===== config.mk =====
export PLATFORM = sky130hd
export DESIGN_NAME = vga_timing_gen
export DESIGN_NICKNAME = d
export VERILOG_FILES = /design/src/rtl/vga_timing_gen.sv
export SDC_FILE = /design/constraint.sdc
export NUM_CORES = 1
export LEC_CHECK = 0
export CORE_ASPECT_RATIO = 0.6
export CORE_MARGIN = 5
export CORE_UTILIZATION = 43
export DETAILED_ROUTE_END_ITERATION = 6
export PLACE_DENSITY = 0.82
export SLEW_MARGIN = 20
export SYNTH_ARGS = -nofsm -noshare
export SYNTH_HDL_FRONTEND = slang
export SYNTH_SLANG_ARGS = --single-unit

===== constraint.sdc =====
create_clock -name clk -period 2.4 [get_ports clk]
set_clock_uncertainty 0.2 [all_clocks]
set_input_delay 0.36 -clock clk [delete_from_list [all_inputs] [get_ports clk]]
set_output_delay 0.36 -clock clk [all_outputs]
set_load 0.05 [all_outputs]

===== src/rtl/vga_timing_gen.sv =====
// Parametrised raster timing generator: pixel prescaler, h/v counters, registered syncs and strobes.
// Optional frame counter port/logic is built when VGA_TIMING_FRAME_COUNT_EN is defined.
module vga_timing_gen #(
   parameter int CLK_DIV   = 4,
   parameter int CNT_W     = 10,
   parameter int H_DISPLAY = 640,
   parameter int H_FP      = 16,
   parameter int H_SYNC    = 96,
   parameter int H_BP      = 48,
   parameter int V_DISPLAY = 480,
   parameter int V_FP      = 10,
   parameter int V_SYNC    = 2,
   parameter int V_BP      = 33,
   parameter bit HSYNC_POL = 1'b0,
   parameter bit VSYNC_POL = 1'b0
) (
   input  logic             clk,
   input  logic             reset_n,
   input  logic             enable,
   output logic             pix_stb,
   output logic [CNT_W-1:0] h_count,
   output logic [CNT_W-1:0] v_count,
   output logic [CNT_W-1:0] x_pos,
   output logic [CNT_W-1:0] y_pos,
   output logic             h_sync,
   output logic             v_sync,
   output logic             video_on,
   output logic             line_start,
   output logic             frame_start
`ifdef VGA_TIMING_FRAME_COUNT_EN
   ,
   output logic [7:0]       frame_count
`endif
);

   localparam int H_TOTAL = H_DISPLAY + H_FP + H_SYNC + H_BP;
   localparam int V_TOTAL = V_DISPLAY + V_FP + V_SYNC + V_BP;
   localparam int PW      = (CLK_DIV > 1) ? $clog2(CLK_DIV) : 1;

   localparam logic [PW-1:0]    PRE_LAST = PW'(CLK_DIV - 1);
   localparam logic [CNT_W-1:0] H_LAST   = CNT_W'(H_TOTAL - 1);
   localparam logic [CNT_W-1:0] V_LAST   = CNT_W'(V_TOTAL - 1);

   // Window bounds carry one extra bit so a sync ending exactly at the total cannot overflow
   localparam logic [CNT_W:0] H_ACT_END = (CNT_W+1)'(H_DISPLAY);
   localparam logic [CNT_W:0] HS_BEG    = (CNT_W+1)'(H_DISPLAY + H_FP);
   localparam logic [CNT_W:0] HS_END    = (CNT_W+1)'(H_DISPLAY + H_FP + H_SYNC);
   localparam logic [CNT_W:0] V_ACT_END = (CNT_W+1)'(V_DISPLAY);
   localparam logic [CNT_W:0] VS_BEG    = (CNT_W+1)'(V_DISPLAY + V_FP);
   localparam logic [CNT_W:0] VS_END    = (CNT_W+1)'(V_DISPLAY + V_FP + V_SYNC);

   logic [PW-1:0]    presc;
   logic             advance;
   logic             h_wrap;
   logic [CNT_W-1:0] h_next;
   logic [CNT_W-1:0] v_next;
   logic             h_act;
   logic             v_act;
   logic             hs_on;
   logic             vs_on;
   logic             origin_next;

   // Everything registered below is decoded from the next counts so it lines up with them
   always_comb begin
      advance     = enable && (presc == PRE_LAST);
      h_wrap      = (h_count == H_LAST);
      h_next      = h_wrap ? '0 : h_count + 1'b1;
      v_next      = v_count;
      if (h_wrap) begin
         v_next = (v_count == V_LAST) ? '0 : v_count + 1'b1;
      end
      h_act       = ({1'b0, h_next} < H_ACT_END);
      v_act       = ({1'b0, v_next} < V_ACT_END);
      hs_on       = ({1'b0, h_next} >= HS_BEG) && ({1'b0, h_next} < HS_END);
      vs_on       = ({1'b0, v_next} >= VS_BEG) && ({1'b0, v_next} < VS_END);
      origin_next = (h_next == '0) && (v_next == '0);
   end

   always_ff @(posedge clk or negedge reset_n) begin
      if (!reset_n) begin
         presc       <= '0;
         h_count     <= H_LAST;
         v_count     <= V_LAST;
         x_pos       <= '0;
         y_pos       <= '0;
         h_sync      <= ~HSYNC_POL;
         v_sync      <= ~VSYNC_POL;
         video_on    <= 1'b0;
         pix_stb     <= 1'b0;
         line_start  <= 1'b0;
         frame_start <= 1'b0;
      end else begin
         pix_stb     <= advance;
         line_start  <= advance && (h_next == '0);
         frame_start <= advance && origin_next;
         if (enable) begin
            presc <= advance ? '0 : presc + 1'b1;
         end
         if (advance) begin
            h_count  <= h_next;
            v_count  <= v_next;
            x_pos    <= (h_act && v_act) ? h_next : '0;
            y_pos    <= (h_act && v_act) ? v_next : '0;
            h_sync   <= hs_on ? HSYNC_POL : ~HSYNC_POL;
            v_sync   <= vs_on ? VSYNC_POL : ~VSYNC_POL;
            video_on <= h_act && v_act;
         end
      end
   end

`ifdef VGA_TIMING_FRAME_COUNT_EN
   // Counts on the same edge that raises frame_start, so the first frame reads 1
   always_ff @(posedge clk or negedge reset_n) begin
      if (!reset_n) begin
         frame_count <= 8'd0;
      end else if (advance && origin_next) begin
         frame_count <= frame_count + 8'd1;
      end
   end
`endif

endmodule


==> impl_results.md <==
* Combined flip-flop and latch cell area at 0.00123 mm^2
* WL final at between 7000 and 8000 um
* CTS tree: yes
* Time the worst path needs with I/O delays and setup at roughly 2.4 ns
* Synth Warn # at 0
* Final global-route overflow total at 0
* Clock transition at path regs at around 0.10 ns
* Post-synthesis average cell area at approximately 10 um^2
* Antenna violations before repair at 0
* Portion of netlist area occupied by mux cells at 0.0189
* Depth of the most critical reg-to-reg path at 7
* Result of the run: finished, violations left
* Fillers at between 500 and 600
* Syn Inst Count at 276
* Multi-input gate area in the final layout at 0.00148 mm^2
* Share of synthesized flip-flops with an asynchronous set or reset at 1.00
* Final cell utilization of the core at 0.603
* Cell with the most instances after synthesis: sky130_fd_sc_hd__dfrtp_1
* Worst R2R Start: h_count[0]$_DFFE_PN1P_
* Library cell appearing most often on the critical path: sky130_fd_sc_hd__a22o_1
* Post-CTS Repair Setup Buffers at 0
* Number of hold-slack violations in the final timing report at 0
* DIE HEIGHT at ~72 um
* Global placement routability congestion at 0.971
* Path category of the worst min-delay check: in2async
* Worst slew margin relative to its limit at 0.657
* Leading cell types by total area after synthesis: sky130_fd_sc_hd__dfrtp_1 32%, sky130_fd_sc_hd__dfstp_2 11%, sky130_fd_sc_hd__a22o_1 5.7%, sky130_fd_sc_hd__xnor2_1 5.3%, sky130_fd_sc_hd__nand2_1 3.5%
* Final std cell area, no fill at roughly 0.0037 mm^2
* Share of layout cells above drive strength 1 at 0.262
* Count of buffer and inverter cells on the critical path at 1
* Xor and xnor fraction of the mapped netlist area at 0.0718
* Max Slew Vio Count at 0
* Worst path top cell family by delay: simple AND/OR/NAND/NOR gates
* Sum of net half-perimeters after detailed placement at roughly 6000 um
* Slack of the worst reg-to-reg path at -0.02 ns
* Share of the synthesized area in the top cell type at 0.323
* DR iter-0 viols at 220
* CP Capture Type: register
* Die width at roughly 110 um
* Diode insertion count for antenna repair at 0
* Number of vias per cell at ~5.6
* NumNets Final at 362
* Post-Synth Simple-Gate Area at 0.225
* Wire length of the first global-routing pass at between 10000 and 15000 um
* CP Data Arrival Time at between 2 and 2.5 ns
* CP cell instances: ha_4 -> nand4_4 -> or3_1 -> buf_4 -> a22o_1 -> and2_1 -> a22o_1
* Share of the clock period used by the worst path after layout at 1.01
* IO Pins at between 40 and 50
* Number of enable-type register cells in the synthesized netlist at 0
* Startpoint-to-endpoint class of the critical path: reg2reg
* Slowest cell on crit path: sky130_fd_sc_hd__dfstp_4
* Drt pass-1 iters at 7
* Total Power Consumption at approximately 2.7 mW
* Clock latency on the worst-skew pair at roughly 0.30 ns
* Vias after detailed routing at about 2500
* Number of endpoints failing setup at the final stage at 3
* Post-Synthesis Cell Area at between 0.002 and 0.003 mm^2
* Adder-Cell Fraction of Synth Area at 0.0225
* Maximum VDD drop at roughly 0.77 mV
* CTS Sinks at between 40 and 50
* Number of buffers on the longest clock path at 2
* Port-buffer cells at 48
* Standard-cell row count at 22
* #FFs+latches synth at between 40 and 50
* Via count of the first global-routing pass at approximately 2300
* Most frequently used flop master after synthesis: sky130_fd_sc_hd__dfrtp_1
* Initial core utilization at 0.450
* Synthesized net count at roughly 280
* Max-cap check violation count at 0
* Leading post-synthesis cells by instance count: 36 x sky130_fd_sc_hd__dfrtp_1, 26 x sky130_fd_sc_hd__nand2_1, 24 x sky130_fd_sc_hd__nor2_1
* Worst-margin pin slew at a little over 0.5 ns
* Aggregate global-route resource usage at 0.194
* Cell leakage power at about 1.6 nW
* Failing checks: setup timing
* Average wire per cell in the routed design at ~18 um
* Worst-path maximum fanout at 9
* CTS Root Cell: sky130_fd_sc_hd__clkbuf_8
* Type of origin of the critical path: register
* Synth-to-Final Area Change at 34.1%
* H-tree lvl count at 2
* Die area at 0.00824 mm^2
* Num CTS Buffers at 5
* Count of unique library cells instantiated by Yosys at 57
* Unrepaired setup endpoints after global routing: true
* Core ar. at ~0.0062 mm^2
* Beginning of the critical path: h_count[0]$_DFFE_PN1P_
* CP max stage delay at 0.66 ns
* Number of DRC violations after detailed routing at 0
* Worst slack, placed at -0.0533 ns
* Reg-to-reg endpoint: y_pos[1]$_DFFE_PN0P_
* Antenna Nets Post-Route at 0
* Synth Area in Compound Gates at 0.174
* Maximum number of pins on one net before global-route repair at 26
* Worst-case setup margin in the final layout at -0.0202 ns
* Sequential area share after synthesis at 0.436
* Largest area contributor in the synthesized netlist: sky130_fd_sc_hd__dfrtp_1
* Combinational family with the most area after synthesis: simple AND/OR/NAND/NOR gates
* CP required at around 2.4 ns
* Maximum achievable frequency at ~410 MHz
* Power density over the cells at a little over 700 mW/mm^2
* Cell area after placement at around 0.0036 mm^2
[timing repair]
item | 4_1_cts | 5_1_grt
pin swaps | 2 | 1
endpoints found under the setup margin | 23 | 28
gates resized for setup | 3 | 7
gates cloned | 0 | 0
hold buffers | 1 | 0
hold endpoints to repair | 7 | 0
[cell families (layout without fill, tap and decap cells)]
group | Yosys count | count (layout)
AND/OR/NAND/NOR | 107 | 107
AO/OA/AOI/OAI | 62 | 62
flip-flops | 48 | 48
buffers and inverters | 27 | 106
XOR/XNOR | 22 | 22
adder cells (fa/ha/maj) | 5 | 5
multiplexers | 5 | 5
[sequential cells by signal (all words and copies together) (netlist names)]
name and count:
line_start 1, h_count 10, presc 2, h_sync 1
pix_stb 1, v_count 10, x_pos 10, video_on 1
frame_start 1, y_pos 10, v_sync 1
[routing by layer]
layer / GRT usage / vias up / routed length (um)
met4: 0.0343 / 0 / 28
li1: - / 1150 / -
met3: 0.0708 / 6 / 954
met1: 0.314 / 1169 / 3820
met5: 0 / - / 0
met2: 0.238 / 128 / 3030
[area by class of cell]
class | count | share of cell area
multi-input combinational | 201 | 0.395
timing repair buffer | 91 | 0.218
sequential | 48 | 0.329
clock buffer | 6 | 0.0194
clock inverter | 2 | 0.00335
inverter | 7 | 0.00703
tap | 84 | 0.0281
[placed cells by master, fill, tap and decap left out, drive strengths merged, types with 4 or more instances in the layout]
cell type | Yosys | final
inv | 7 | 7
clkdlybuf4s50 | 0 | 40
xnor2 | 17 | 17
and3 | 7 | 7
buf | 13 | 47
and4 | 5 | 5
clkbuf | 7 | 6
o21ai | 5 | 5
nand2 | 26 | 26
nand3 | 14 | 14
o31ai | 4 | 4
nand4 | 4 | 4
ha | 5 | 5
nor3 | 7 | 7
dfrtp | 36 | 36
a22o | 18 | 18
a21oi | 10 | 10
xor2 | 5 | 5
dfstp | 12 | 12
a21o | 8 | 8
nor2 | 25 | 25
[worst max-delay path by stage]
stage	endpoint	cells after the start
4_1_cts	video_on$_DFFE_PN0P_	8
3_5_place_dp	video_on$_DFFE_PN0P_	8
6_report	y_pos[1]$_DFFE_PN0P_	7
3_3_place_gp	video_on$_DFFE_PN0P_	8
2_1_floorplan	x_pos[2]$_DFFE_PN0P_	8
5_1_grt	video_on$_DFFE_PN0P_	8
[through the flow]
stage,cells,TNS [ns],hold WS [ns]
after global routing,439,-2.25,0.297
after floorplan,276,-2.43,-0.136
final,439,-0.0550,0.286
after detailed placement,430,-0.0799,0.0799
after CTS,439,-0.503,0.292
after global placement,430,0,0.0746
[where the power goes]
group	leakage (nW)	switching, mW	internal (mW)	total [mW]
Clock	0.0412	0.275	0.204	0.480
Combinational	0.986	0.721	0.410	1.13
Sequential	0.601	0.120	0.965	1.08
Power figures use the tool's default switching activity.
